$ cat config.mk
export PLATFORM = sky130hd
export DESIGN_NAME = lut_neuron_loader_flat
export DESIGN_NICKNAME = d
export VERILOG_FILES = /design/src/rtl/lut_neuron_loader_if.sv /design/src/rtl/lut_neuron_loader.sv /design/src/flat_wrapper.sv
export SDC_FILE = /design/constraint.sdc
export NUM_CORES = 1
export LEC_CHECK = 0
export BUFFER_PORTS_ARGS = -buffer_cell sky130_fd_sc_hd__buf_4
export CAP_MARGIN = 5
export CORE_MARGIN = 2
export CORE_UTILIZATION = 62
export CTS_CLUSTER_SIZE = 24
export DETAILED_ROUTE_END_ITERATION = 12
export PLACE_DENSITY = 0.84
export SLEW_MARGIN = 10
export SYNTH_ARGS = -nofsm -noshare
export SYNTH_HDL_FRONTEND = slang
export SYNTH_SLANG_ARGS = --single-unit
$ cat constraint.sdc
create_clock -name clk -period 2 [get_ports clk]
set_input_delay 0.1 -clock clk [delete_from_list [all_inputs] [get_ports clk]]
set_output_delay 0.1 -clock clk [all_outputs]
set_load 0.01 [all_outputs]
$ cat src/rtl/lut_neuron_loader_if.sv
// lut_neuron_loader_if: config stream, status and lookup signals of the LUT neuron loader.
//   master : drives cfg_start/cfg_valid/cfg_data/cfg_last and in_valid/in_data
//   slave  : drives cfg_ready, load_done, load_err, out_valid, out_data
//   neuron n address = in_data[n*IN_BITS +: IN_BITS], result = out_data[n*OUT_BITS +: OUT_BITS]
interface lut_neuron_loader_if #(
  parameter int IN_BITS     = 6,
  parameter int OUT_BITS    = 1,
  parameter int NUM_NEURONS = 8
);
  logic                            cfg_start;
  logic                            cfg_valid;
  logic                            cfg_ready;
  logic [OUT_BITS-1:0]             cfg_data;
  logic                            cfg_last;
  logic                            load_done;
  logic                            load_err;
  logic                            in_valid;
  logic [NUM_NEURONS*IN_BITS-1:0]  in_data;
  logic                            out_valid;
  logic [NUM_NEURONS*OUT_BITS-1:0] out_data;

  modport master (
    output cfg_start, cfg_valid, cfg_data, cfg_last, in_valid, in_data,
    input  cfg_ready, load_done, load_err, out_valid, out_data
  );

  modport slave (
    input  cfg_start, cfg_valid, cfg_data, cfg_last, in_valid, in_data,
    output cfg_ready, load_done, load_err, out_valid, out_data
  );
endinterface

$ cat src/rtl/lut_neuron_loader.sv
// lut_neuron_loader: runtime-loadable bank of LUT neurons.
//   Truth-table entries arrive on a valid/ready stream (neuron 0 entries 0..2**IN_BITS-1,
//   then neuron 1, ...) and are written into per-neuron distributed-RAM tables. Once a load
//   completes with cfg_last on the final entry, all neurons answer registered lookups in
//   parallel with 1-cycle latency.
// Ports:
//   clk, rst_n : single clock, synchronous active-low reset
//   bus        : lut_neuron_loader_if.slave (config stream, load status, lookup path)
// Optional feature, macro LUT_READBACK_EN:
//   rb_neuron/rb_addr in, rb_data out: registered table readback, any state, reset 0.

// One neuron: 2**IN_BITS x OUT_BITS table, single write port, registered lookup port.
module lut_neuron_lane #(
  parameter int IN_BITS  = 6,
  parameter int OUT_BITS = 1
) (
  input  logic                clk,
  input  logic                rst_n,
  input  logic                we,
  input  logic [IN_BITS-1:0]  waddr,
  input  logic [OUT_BITS-1:0] wdata,
  input  logic                re,
  input  logic [IN_BITS-1:0]  raddr,
  output logic [OUT_BITS-1:0] rdata
`ifdef LUT_READBACK_EN
  ,
  input  logic [IN_BITS-1:0]  peek_addr,
  output logic [OUT_BITS-1:0] peek_data
`endif
);
  logic [OUT_BITS-1:0] mem [2**IN_BITS];

  // table contents are deliberately not reset (distributed RAM)
  always_ff @(posedge clk)
    if (we) mem[waddr] <= wdata;

  // result holds its last value when no lookup fires
  always_ff @(posedge clk)
    if (!rst_n)  rdata <= '0;
    else if (re) rdata <= mem[raddr];

`ifdef LUT_READBACK_EN
  assign peek_data = mem[peek_addr];
`endif
endmodule

module lut_neuron_loader #(
  parameter int IN_BITS     = 6,
  parameter int OUT_BITS    = 1,
  parameter int NUM_NEURONS = 8
) (
  input logic                clk,
  input logic                rst_n,
  lut_neuron_loader_if.slave bus
`ifdef LUT_READBACK_EN
  ,
  input  logic [((NUM_NEURONS > 1) ? $clog2(NUM_NEURONS) : 1)-1:0] rb_neuron,
  input  logic [IN_BITS-1:0]  rb_addr,
  output logic [OUT_BITS-1:0] rb_data
`endif
);
  localparam int NW     = (NUM_NEURONS > 1) ? $clog2(NUM_NEURONS) : 1;
  localparam int STAGES = 1;
  localparam logic [IN_BITS-1:0] ENTRY_MAX  = '1;
  localparam logic [NW-1:0]      NEURON_MAX = NW'(NUM_NEURONS - 1);

  typedef enum logic [1:0] {S_EMPTY, S_LOAD, S_ACTIVE, S_ERROR} state_t;

  state_t                               state, state_nxt;
  logic [IN_BITS-1:0]                   entry_cnt;
  logic [NW-1:0]                        neuron_cnt;
  logic                                 xfer, at_final, lk_fire;
  logic [STAGES:0]                      vld_pipe;
  logic [NUM_NEURONS-1:0][OUT_BITS-1:0] lane_q;

  // cfg_start wins over everything: it suppresses the write and the lookup of its cycle
  assign xfer     = (state == S_LOAD) & bus.cfg_valid & ~bus.cfg_start;
  assign at_final = (neuron_cnt == NEURON_MAX) & (entry_cnt == ENTRY_MAX);
  assign lk_fire  = (state == S_ACTIVE) & bus.in_valid & ~bus.cfg_start;

  always_ff @(posedge clk)
    if (!rst_n) state <= S_EMPTY;
    else        state <= state_nxt;

  always_comb begin
    state_nxt     = state;
    bus.cfg_ready = 1'b0;
    bus.load_err  = 1'b0;
    case (state)
      S_LOAD: begin
        bus.cfg_ready = 1'b1;
        if (xfer) begin
          if (at_final)          state_nxt = bus.cfg_last ? S_ACTIVE : S_ERROR;
          else if (bus.cfg_last) state_nxt = S_ERROR;
        end
      end
      S_ERROR: bus.load_err = 1'b1;
      default: ;
    endcase
    if (bus.cfg_start) state_nxt = S_LOAD;
  end

  always_ff @(posedge clk)
    if (!rst_n || bus.cfg_start) begin
      entry_cnt  <= '0;
      neuron_cnt <= '0;
    end else if (xfer) begin
      entry_cnt <= entry_cnt + 1'b1;
      if (entry_cnt == ENTRY_MAX) neuron_cnt <= neuron_cnt + 1'b1;
    end

  always_ff @(posedge clk)
    if (!rst_n) bus.load_done <= 1'b0;
    else        bus.load_done <= xfer & at_final & bus.cfg_last;

  assign vld_pipe[0] = lk_fire;
  always_ff @(posedge clk)
    if (!rst_n) vld_pipe[STAGES:1] <= '0;
    else        vld_pipe[STAGES:1] <= vld_pipe[STAGES-1:0];
  assign bus.out_valid = vld_pipe[STAGES];

`ifdef LUT_READBACK_EN
  logic [NUM_NEURONS-1:0][OUT_BITS-1:0] peek_q;
`endif

  for (genvar n = 0; n < NUM_NEURONS; n++) begin : g_lane
    lut_neuron_lane #(.IN_BITS(IN_BITS), .OUT_BITS(OUT_BITS)) u_lane (
      .clk       (clk),
      .rst_n     (rst_n),
      .we        (xfer & (neuron_cnt == NW'(n))),
      .waddr     (entry_cnt),
      .wdata     (bus.cfg_data),
      .re        (lk_fire),
      .raddr     (bus.in_data[n*IN_BITS +: IN_BITS]),
      .rdata     (lane_q[n])
`ifdef LUT_READBACK_EN
      ,
      .peek_addr (rb_addr),
      .peek_data (peek_q[n])
`endif
    );
  end

  assign bus.out_data = lane_q;

`ifdef LUT_READBACK_EN
  // out-of-range neuron indices read as 0
  always_ff @(posedge clk)
    if (!rst_n)                        rb_data <= '0;
    else if (rb_neuron <= NEURON_MAX)  rb_data <= peek_q[rb_neuron];
    else                               rb_data <= '0;
`endif
endmodule

$ cat src/flat_wrapper.sv
// flat-port wrapper written by rule: the top's interface ports become plain ports
module lut_neuron_loader_flat 
#(
  parameter int IN_BITS     = 6,
  parameter int OUT_BITS    = 1,
  parameter int NUM_NEURONS = 8
)
  (clk, rst_n, bus_cfg_start, bus_cfg_valid, bus_cfg_data, bus_cfg_last, bus_in_valid, bus_in_data, bus_cfg_ready, bus_load_done, bus_load_err, bus_out_valid, bus_out_data);
  lut_neuron_loader_if #(.IN_BITS(IN_BITS), .OUT_BITS(OUT_BITS), .NUM_NEURONS(NUM_NEURONS)) bus_i ();
  input logic clk;
  input logic rst_n;
  input wire logic [$bits(bus_i.cfg_start)-1:0] bus_cfg_start;
  input wire logic [$bits(bus_i.cfg_valid)-1:0] bus_cfg_valid;
  input wire logic [$bits(bus_i.cfg_data)-1:0] bus_cfg_data;
  input wire logic [$bits(bus_i.cfg_last)-1:0] bus_cfg_last;
  input wire logic [$bits(bus_i.in_valid)-1:0] bus_in_valid;
  input wire logic [$bits(bus_i.in_data)-1:0] bus_in_data;
  output wire logic [$bits(bus_i.cfg_ready)-1:0] bus_cfg_ready;
  output wire logic [$bits(bus_i.load_done)-1:0] bus_load_done;
  output wire logic [$bits(bus_i.load_err)-1:0] bus_load_err;
  output wire logic [$bits(bus_i.out_valid)-1:0] bus_out_valid;
  output wire logic [$bits(bus_i.out_data)-1:0] bus_out_data;
  assign bus_i.cfg_start = bus_cfg_start;
  assign bus_i.cfg_valid = bus_cfg_valid;
  assign bus_i.cfg_data = bus_cfg_data;
  assign bus_i.cfg_last = bus_cfg_last;
  assign bus_i.in_valid = bus_in_valid;
  assign bus_i.in_data = bus_in_data;
  assign bus_cfg_ready = bus_i.cfg_ready;
  assign bus_load_done = bus_i.load_done;
  assign bus_load_err = bus_i.load_err;
  assign bus_out_valid = bus_i.out_valid;
  assign bus_out_data = bus_i.out_data;
  lut_neuron_loader #(.IN_BITS(IN_BITS), .OUT_BITS(OUT_BITS), .NUM_NEURONS(NUM_NEURONS)) u_core (.clk(clk), .rst_n(rst_n), .bus(bus_i));
endmodule
==> metrics.yaml, run 1 <==
global_route:
  grtUsageTotal_pct: 32.45
  grt_max_degree: 99
  antenna_found_initial: 0
  grt_pass1_wl_mm: 92.58
  grt_pass1_vias: 15580
  gr-total-overflow: 0
worst_setup_path:
  path_cells: "nor3b_1 > buf_4 > nand2_1 > nor2_1"
  r2r_slack_ns: -0.02
  rr_endpoint: "u_core.g_lane[2].u_lane.mem[1]"
  cp_max_fo: 10
  path_class: "register to register"
  path_buf_inv: 1
  reg2reg_depth: 4
  cpMaxStageDelayCell: "dfxtp_1"
  reg2reg_from: "u_core.entry_cnt[0]"
  max_stage_delay_ns: 0.52
  endpoint_kind: "register"
  cp_top_family: "simple AND/OR/NAND/NOR gates"
  start_kind: "register"
  crit_arrival_ns: 2.30
  cp_data_required_time_ns: 2.28
detailed_routing:
  drt_iter0_drc: 2190
  drc: 0
  antenna_left: 0
  wirelength_mm: 63.26
  wl_met1_mm: 20.91
  routedWlPerCell_um: 26.09
  dr.pass1.iters: 7
  dr_wl_met3_mm: 8.290
  wl_met2_mm: 29.90
  routed-via-count: 15930
  highest_layer: "met4"
  vias_per_cell: 6.569
hold_path:
  min_path_type: "primary input to register"
  min_to: "u_core.g_lane[0].u_lane.rdata"
  min-delay-start: "bus_in_data[5]"
  min_path_cells: 4
power:
  netSwitchingFraction_pct: 20.87
  power_switching_mw: 4.803
  total_power_mw: 23.01
  internal_power_mw: 18.21
  leakage_nw: 8.457
  power_frac_comb_pct: 5.0
  pwr-share-clk_pct: 41.9
  vdd_drop_max_uv: 690.9
  pwr-share-seq_pct: 53.1
  p_per_area_nw_per_um2: 860.3
timing:
  slew_viol_final: 0
  fin_crit_sh_pct: 100.8
  setup-violations-final: 4
  rsz0062_at_grt: "yes"
  slew_headroom_pct: 46.55
  finClkSkew_ns: 0.01487
  setup_tns_ns: -0.03805
  fmaxAchievable_mhz: 496.2
  worst_pin_slew_ns: 0.8017
  setup_slack_ns: -0.01518
  fin_crit_ns: 2.015
  hold_violations: 0
floorplanning:
  chipWidth_um: 198.7
  ioPinCount: 67
  die-area_um2: 39460
  rows: 71
  coreArea_um2: 37490
  initial_utilization_pct: 62.67
  dieHeight_um: 198.7
placed_design:
  io_buffers: 66
  dpl_worst_slack_ns: 0.008443
  gp_congestion: 0.9502
  dp_hpwl_mm: 40.36
  place_area_um2: 24830
synthesis:
  yosysMostFrequentCell: "nor2_1"
  synth_nets: 1837
  synth_common_cells: "nor2_1 (541), edfxtp_1 (512), mux2i_1 (122)"
  synth_top_cell_by_area: "edfxtp_1"
  ys_seq_elements: 533
  avgSynthCellArea_um2: 13.24
  netlist_area_um2: 23490
  synth_warnings: 0
  ys_seq_area_share_pct: 67.23
  yosysTopAreaCellShare_pct: 65.45
  synth_cell_types: 48
  async_flop_share_pct: 0
  ys.flop_type: "edfxtp_1"
  synthTopCellsByArea: "edfxtp_1 (65%), nor2_1 (8.6%), mux2i_1 (5.2%)"
  netlist_instances: 1775
  synth_edf_count: 512
final_layout:
  fin_util_pct: 71.35
  drive_above_1_share_pct: 16.20
  nFillCells: 2410
  area_growth_pct: 13.86
  antenna_cells: 0
  fin_area_um2: 26750
  fin_nets: 1935
cts:
  clkLatencyLatePin_ns: 0.58
  cts_tree: "yes"
  cts_buffer_depth: 3
  clock_sinks: 533
  root_buffer: "clkbuf_16"
  cts.htree.levels: 2
  cts.reportedPaths.clkPinSlew_ns: 0.06
  numCtsBuffers: 51
run_status:
  status: "finished with violations"
  violations: "negative setup slack"
flow_run:
  cap_violations: 0
[how the worst max path moves through the flow]
stage / cells past startpoint / from / slack [ns] / to
2_1_floorplan: 7 / u_core.state[0] / 0.13 / u_core.g_lane[7].u_lane.mem[51]
6_report: 4 / u_core.entry_cnt[0] / -0.02 / u_core.g_lane[2].u_lane.mem[1]
3_5_place_dp: 3 / u_core.entry_cnt[0] / 0.008 / u_core.g_lane[5].u_lane.mem[63]
5_1_grt: 4 / u_core.entry_cnt[0] / -0.03 / u_core.g_lane[6].u_lane.mem[25]
4_1_cts: 4 / u_core.entry_cnt[0] / -0.008 / u_core.g_lane[0].u_lane.mem[17]
3_3_place_gp: 7 / bus_in_data[38] / 0.09 / u_core.g_lane[6].u_lane.rdata
[flip-flops by register name (all words and copies together), names as in the netlist]
| register | flops |
|---|---|
| u_core.g_lane.u_lane.mem | 512 |
| u_core.g_lane.u_lane.rdata | 8 |
| u_core.entry_cnt | 6 |
| u_core.neuron_cnt | 3 |
| u_core.state | 2 |
| u_core.bus.load_done | 1 |
| u_core.bus.out_valid | 1 |
[layout make-up]
class | count | area [µm²] | area share (%)
sequential | 533 | 15800 | 59.05
clock inverter | 24 | 255.2 | 0.9542
tap | 511 | 639.4 | 2.390
inverter | 4 | 15.01 | 0.05613
clock buffer | 70 | 1399 | 5.229
timing repair buffer | 158 | 1446 | 5.407
multi-input combinational | 1125 | 7198 | 26.91
[per-layer routing]
metal,GRT usage [%],up-vias
met5,0,-
met4,19.10,0
met3,8.800,288
met2,51.79,1180
met1,40.10,7767
li1,-,6695
[placed cells by master, fill, tap and decap left out, drive strengths merged, types with 8 or more instances in the layout]
cell | synthesis | final
nor2 | 541 | 541
nand3 | 10 | 10
edfxtp | 512 | 512
o21ai | 23 | 23
nand4 | 10 | 10
mux2 | 15 | 15
o22ai | 16 | 16
clkbuf | 60 | 70
clkinv | 0 | 16
nand4b | 22 | 22
a22oi | 30 | 30
a21oi | 15 | 15
buf | 53 | 137
o2bb2ai | 8 | 8
a211oi | 43 | 43
nor2b | 49 | 49
mux2i | 122 | 122
nand2 | 107 | 107
dlygate4sd3 | 0 | 21
dfxtp | 21 | 21
mux4 | 56 | 56
and4 | 10 | 10
[power groups by stage]
stage | sequential, mW | combinational, mW | clock (mW)
floorplan | 12.5 | 0.563 | 0
global placement | 12.5 | 1.04 | 0
detailed placement | 12.5 | 1.07 | 0
CTS | 12.2 | 1.11 | 9.64
global route | 12.2 | 1.20 | 10.1
finish | 12.2 | 1.15 | 9.64
[worst reg2reg max path, stage by stage (launching register included)]
cell	delay, ns
dfxtp_1	0.52
nor3b_1	0.33
buf_4	0.28
nand2_1	0.35
nor2_1	0.25
[metrics by stage]
stage          hold slack, ns  instances
3_5_place_dp           0.3231       2310
4_1_cts              0.002614       2425
6_report              0.02673       2425
5_1_grt               0.01988       2425
2_1_floorplan          0.1989       1775
3_3_place_gp           0.3255       2310
[logic make-up after synthesis]
kind of cell	after synthesis	synth area share, %
simple gates	770	14.07
flops	533	67.23
mux	193	11.35
compound gates	149	4.357
buf+inv	117	2.397
fa+ha+maj	7	0.3728
xor+xnor	6	0.2237
[what timing repair did]
item	in CTS	in global routing
resized for setup	2	21
hold buffers	21	0
hold endpoints to repair	78	0
endpoints found under the setup margin	4	159
buffers inserted	0	0
Power figures use the tool's default switching activity.
==> run 2, diff against run 1 <==
--- a/config.mk
+++ b/config.mk
@@ -7,12 +7,15 @@
 export LEC_CHECK = 0
 export BUFFER_PORTS_ARGS = -buffer_cell sky130_fd_sc_hd__buf_4
 export CAP_MARGIN = 5
+export CELL_PAD_IN_SITES_DETAIL_PLACEMENT = 1
+export CELL_PAD_IN_SITES_GLOBAL_PLACEMENT = 2
 export CORE_MARGIN = 2
-export CORE_UTILIZATION = 62
+export CORE_UTILIZATION = 45
 export CTS_CLUSTER_SIZE = 24
 export DETAILED_ROUTE_END_ITERATION = 12
-export PLACE_DENSITY = 0.84
+export PLACE_DENSITY = 0.85
 export SLEW_MARGIN = 10
 export SYNTH_ARGS = -nofsm -noshare
 export SYNTH_HDL_FRONTEND = slang
+export SYNTH_HIERARCHICAL = 1
 export SYNTH_SLANG_ARGS = --single-unit
==> metrics.yaml, run 2 <==
synthesis:
  ys.flop_type: "edfxtp_1"
  ys_seq_elements: 533
  yosysMostFrequentCell: "nor2_1"
  netlist_instances: 1834
  synth_nets: 1896
  ys_seq_area_share_pct: 64.30
  synth_top_cell_by_area: "edfxtp_1"
  async_flop_share_pct: 0
  yosysTopAreaCellShare_pct: 62.59
  avgSynthCellArea_um2: 13.39
  netlist_area_um2: 24570
  synth_common_cells: "nor2_1 (514), edfxtp_1 (512), nand2_1 (80)"
  synth_edf_count: 512
  synth_cell_types: 44
  synthTopCellsByArea: "edfxtp_1 (63%), nor2_1 (7.9%), mux4_1 (6.8%)"
  synth_warnings: 6
global_route:
  grt_pass1_vias: 16920
  grtUsageTotal_pct: 21.88
  antenna_found_initial: 1
  grt_pass1_wl_mm: 96.18
  gr-total-overflow: 0
  grt_max_degree: 108
placed_design:
  gp_congestion: 0.7642
  dp_hpwl_mm: 39.87
  dpl_worst_slack_ns: -0.1610
  io_buffers: 66
  place_area_um2: 26660
worst_setup_path:
  reg2reg_depth: 5
  cp_data_required_time_ns: 2.49
  cp_max_fo: 1
  r2r_slack_ns: -0.04
  reg2reg_from: "u_core/g_lane[1].u_lane/mem[14]"
  path_class: "register to register"
  crit_arrival_ns: 2.54
  rr_endpoint: "u_core/g_lane[1].u_lane/rdata"
  endpoint_kind: "register"
  crit_start: "u_core/g_lane[1].u_lane/mem[14]"
  endpoint: "u_core/g_lane[1].u_lane/rdata"
  start_kind: "register"
power:
  p_per_area_nw_per_um2: 815.8
  vdd_drop_max_uv: 658.4
  leakage_nw: 9.487
  total_power_mw: 24.08
cts:
  cts.htree.levels: 2
  cts_tree: "yes"
  root_buffer: "clkbuf_16"
  clock_sinks: 533
  clkLatencyLatePin_ns: 0.61
  cts_buffer_depth: 3
  cts.reportedPaths.clkPinSlew_ns: 0.06
  numCtsBuffers: 58
final_layout:
  largest_reg_flops: 512
  fin_nets: 2075
  nFillCells: 5221
  drive_above_1_share_pct: 28.13
  layout_commonest_cell: "edfxtp_1"
  top_regs: "u_core/g_lane.u_lane/mem (512), u_core/g_lane.u_lane/rdata (8), u_core/entry_cnt (6)"
  final_cell_mix: "edfxtp_1 (512), nor2_1 (459), buf_4 (178), mux4_2 (62), clkbuf_16 (59)"
  area_growth_pct: 20.15
  regMostFlops: "u_core/g_lane.u_lane/mem"
  fin_area_um2: 29520
timing:
  fmaxAchievable_mhz: 489.1
  rsz0062_at_grt: "yes"
  finClkSkew_ns: 0.01257
  fin_crit_sh_pct: 102.2
  slew_headroom_pct: 66.73
  fin_crit_ns: 2.044
  setup_slack_ns: -0.04449
  setup-violations-final: 6
  worst_pin_slew_ns: 0.4991
  hold_violations: 0
  slew_viol_final: 0
detailed_routing:
  wirelength_mm: 61.36
  drt_iter0_drc: 1120
  drc: 0
  routedWlPerCell_um: 22.24
  antenna_left: 0
  vias_per_cell: 5.737
  dr.pass1.iters: 5
  routed-via-count: 15830
floorplanning:
  die-area_um2: 56480
  dieHeight_um: 237.6
  initial_utilization_pct: 45.56
  ioPinCount: 67
  coreArea_um2: 53920
  chipWidth_um: 237.6
  rows: 85
run_status:
  violations: "negative setup slack"
  status: "finished with violations"
flow_run:
  cap_violations: 0
hold_path:
  min_path_type: "primary input to register"
-- run 2: cell families after synthesis --
logic type	count (synthesis)	synth area share, %
AOI/OAI and AO/OA	118	3.519
buffers and inverters	104	1.920
xor gates and xnor gates	1	0.03566
DFF	533	64.30
and+or+nand+nor	908	17.20
adders and majority gates	7	0.3565
muxes	163	12.67
-- run 2: repair_timing --
action / in CTS / in global routing
pin swaps: 26 / 51
gates resized for setup: 94 / 152
endpoints found under the hold margin: 51 / 0
setup endpoints to repair: 236 / 231
setup buffers: 1 / 9
hold buffers: 16 / 0
-- run 2: metal layers --
layer	GRT usage [%]	vias up	part of all wire (%)
met5	0	-	0
met4	6.709	0	2.1
met3	2.822	77	3.7
met2	37.80	310	51
met1	28.93	8192	43
li1	-	7250	-
-- run 2: stage by stage --
stage	hold WS, ns	instances	util (%)	TNS [ns]
floorplan	0.1989	1834	-	0
global placement	0.3394	2623	49.44	-1.233
detailed placement	0.3450	2623	49.44	-7.166
CTS	0.001972	2749	53.61	-0.4104
global route	0.03335	2759	54.74	-3.692
finish	0.03429	2759	54.74	-0.1455
-- run 2: worst min path at each step --
stage / startpoint / end / slack (ns) / depth (start not counted)
2_1_floorplan: bus_cfg_data / u_core/g_lane[0].u_lane/mem[0] / 0.20 / 0
3_3_place_gp: bus_cfg_last / u_core/state[0] / 0.34 / 2
3_5_place_dp: bus_cfg_last / u_core/state[0] / 0.34 / 2
4_1_cts: bus_in_data[7] / u_core/g_lane[1].u_lane/rdata / 0.002 / 4
5_1_grt: bus_in_data[7] / u_core/g_lane[1].u_lane/rdata / 0.03 / 4
6_report: bus_in_data[7] / u_core/g_lane[1].u_lane/rdata / 0.03 / 4
-- run 2: area by class of cell --
| cell class | count | area [µm²] | area share [%] |
|---|---|---|---|
| Clock inverter | 31 | 331.6 | 1.123 |
| Inverter | 6 | 22.52 | 0.07630 |
| Clock buffer | 78 | 1578 | 5.345 |
| Tap cell | 696 | 870.8 | 2.950 |
| Timing Repair Buffer | 217 | 1908 | 6.464 |
| Multi-Input combinational cell | 1197 | 8992 | 30.46 |
| Sequential cell | 533 | 15810 | 53.57 |
| Antenna cell | 1 | 2.502 | 0.008478 |
-- run 2: critical path: stages (launching register included) --
cell and delay, ns:
edfxtp_1 0.40, mux4_2 0.51, a22oi_2 0.18, a21boi_2 0.08, or4_1 0.51, a41o_1 0.25
-- run 2: power by group --
group	internal, mW	total, mW	switching [mW]
clock	6.41	10.7	4.30
combinational	0.531	1.15	0.618
sequential	12.2	12.2	0.00596
total	19.2	24.1	4.92
==> run 3, diff against run 2 <==
--- a/config.mk
+++ b/config.mk
@@ -9,10 +9,11 @@
 export CAP_MARGIN = 5
 export CELL_PAD_IN_SITES_DETAIL_PLACEMENT = 1
 export CELL_PAD_IN_SITES_GLOBAL_PLACEMENT = 2
-export CORE_MARGIN = 2
+export CORE_MARGIN = 8
 export CORE_UTILIZATION = 45
 export CTS_CLUSTER_SIZE = 24
 export DETAILED_ROUTE_END_ITERATION = 12
+export MAX_ROUTING_LAYER = met4
 export PLACE_DENSITY = 0.85
 export SLEW_MARGIN = 10
 export SYNTH_ARGS = -nofsm -noshare
==> metrics.yaml, run 3 (synthesized netlist as in run 2, its figures left out) <==
run_status:
  status: "finished with violations"
  violations: "negative setup slack"
detailed_routing:
  drc: 0
  routedWlPerCell_um: 22.58
  dr.pass1.iters: 5
  vias_per_cell: 5.798
  antenna_left: 0
  drt_iter0_drc: 1219
  routed-via-count: 16010
  wirelength_mm: 62.37
final_layout:
  final_cell_mix: "edfxtp_1 (512), nor2_1 (489), buf_4 (183), mux4_2 (63), nand2_1 (60)"
  regMostFlops: "u_core/g_lane.u_lane/mem"
  fin_nets: 2081
  area_growth_pct: 18.72
  antenna_cells: 0
  ff_latch_area_um2: 15810
  top_regs: "u_core/g_lane.u_lane/mem (512), u_core/g_lane.u_lane/rdata (8), u_core/entry_cnt (6)"
  nFillCells: 5317
  multiInputGateArea_um2: 8741
  largest_reg_flops: 512
  drive_above_1_share_pct: 25.75
  layout_commonest_cell: "edfxtp_1"
  fin_util_pct: 54.09
floorplanning:
  initial_utilization_pct: 45.56
  dieHeight_um: 249.6
  die-area_um2: 62320
  ioPinCount: 67
  chipWidth_um: 249.6
  rows: 85
  coreArea_um2: 53920
timing:
  worst_pin_slew_ns: 0.4762
  hold_violations: 0
  fin_crit_ns: 2.033
  slew_headroom_pct: 68.25
  setup_slack_ns: -0.03261
  slew_viol_final: 0
  setup-violations-final: 5
  whs_ns: 0.09513
  fin_crit_sh_pct: 101.6
  fmaxAchievable_mhz: 492.0
  rsz0062_at_grt: "yes"
  finClkSkew_ns: 0.01404
placed_design:
  gp_congestion: 0.7882
  io_buffers: 66
  dp_hpwl_mm: 40.32
global_route:
  grt_max_degree: 101
  grt_pass1_vias: 17130
  grtUsageTotal_pct: 20.09
  antenna_found_initial: 0
  gr-total-overflow: 0
  grt_pass1_wl_mm: 97.13
cts:
  numCtsBuffers: 56
  cts.reportedPaths.clkPinSlew_ns: 0.06
  clock_sinks: 533
  root_buffer: "clkbuf_16"
  cts_buffer_depth: 3
  clkLatencyLatePin_ns: 0.61
  cts.htree.levels: 2
  cts_tree: "yes"
power:
  total_power_mw: 23.34
  vdd_drop_max_uv: 648.4
  leakage_nw: 9.348
  p_per_area_nw_per_um2: 800.2
worst_setup_path:
  cp_max_fo: 1
  crit_arrival_ns: 2.53
  path_buf_inv: 0
  reg2reg_from: "u_core/g_lane[4].u_lane/mem[40]"
  reg2reg_depth: 5
  cpMaxStageDelayCell: "or4_1"
  endpoint_kind: "register"
  path_class: "register to register"
  r2r_slack_ns: -0.03
  path_cells: "mux4_2 > o22ai_1 > nor3_1 > or4_1 > a41o_1"
  crit_cells: 5
  max_stage_delay_ns: 0.50
  rr_endpoint: "u_core/g_lane[4].u_lane/rdata"
  cp_data_required_time_ns: 2.50
  start_kind: "register"
  cp_top_family: "simple AND/OR/NAND/NOR gates"
hold_path:
  min-delay-start: "bus_in_data[39]"
  min_path_type: "primary input to register"
  min_to: "u_core/g_lane[6].u_lane/rdata"
  min_path_cells: 4
flow_run:
  cap_violations: 0
==> run 3: cell types whose count changed in the layout (fill, tap and decap cells not counted), sizes merged <==
cell / previous run / this run
dlygate4sd3: 16 / 21
bufinv: 7 / 1
inv: 7 / 8
clkinvlp: 3 / 0
clkbuf: 78 / 87
clkinv: 20 / 15
diode: 1 / 0
buf: 201 / 204
==> run 3: worst max-delay path by stage <==
stage	startpoint	end	slack [ns]
4_1_cts	u_core/state[1]	u_core/g_lane[3].u_lane/mem[62]	-0.04
5_1_grt	u_core/g_lane[6].u_lane/mem[46]	u_core/g_lane[6].u_lane/rdata	-0.08
3_3_place_gp	u_core/state[1]	u_core/g_lane[5].u_lane/mem[40]	-0.14
6_report	u_core/g_lane[4].u_lane/mem[40]	u_core/g_lane[4].u_lane/rdata	-0.03
2_1_floorplan	u_core/state[0]	u_core/g_lane[0].u_lane/mem[41]	0.01
3_5_place_dp	u_core/state[1]	u_core/g_lane[5].u_lane/mem[40]	-0.20
==> run 3: cell type report <==
cell class,instances,area share [%]
Sequential cell,533,54.21
Multi-Input combinational cell,1197,29.97
Timing Repair Buffer,225,6.766
Clock buffer,87,5.586
Tap cell,696,2.986
Clock inverter,18,0.4033
Inverter,6,0.07722
==> run 3: worst min-delay path, stage by stage <==
cell and delay (ns):
buf_4 0.18, o2111ai_1 0.14, nand4_1 0.09, a41o_1 0.16
==> run 3: timing repair <==
item,in CTS,in global routing
setup buffers,0,2
hold buffers,21,0
endpoints found under the setup margin,175,262
pin swaps,17,27
resized for setup,68,108
endpoints found under the hold margin,75,0
==> run 3: per-layer routing <==
metal  track usage [%]  part of all wire [%]  vias up
met4             5.151                   2.2        0
met3             2.858                   4.6      108
li1                  -                     -     7248
met2             34.10                    51      366
met1             25.33                    42     8291
met5                 -                     0        -
==> run 3: power by group <==
| part | switching [mW] | total (mW) | internal [mW] |
|---|---|---|---|
| clock | 4.24 | 9.94 | 5.70 |
| sequential | 0.00313 | 12.2 | 12.2 |
| combinational | 0.631 | 1.17 | 0.543 |
==> run 3: per-stage QoR <==
step,setup slack [ns],TNS (ns),area [µm²],instances
2_1_floorplan,0.01214,0,24570,1834
3_3_place_gp,-0.1356,-1.642,26740,2634
3_5_place_dp,-0.2002,-5.515,26740,2634
4_1_cts,-0.04242,-0.1612,28760,2760
5_1_grt,-0.08015,-1.005,29160,2762
6_report,-0.03261,-0.08159,29160,2762
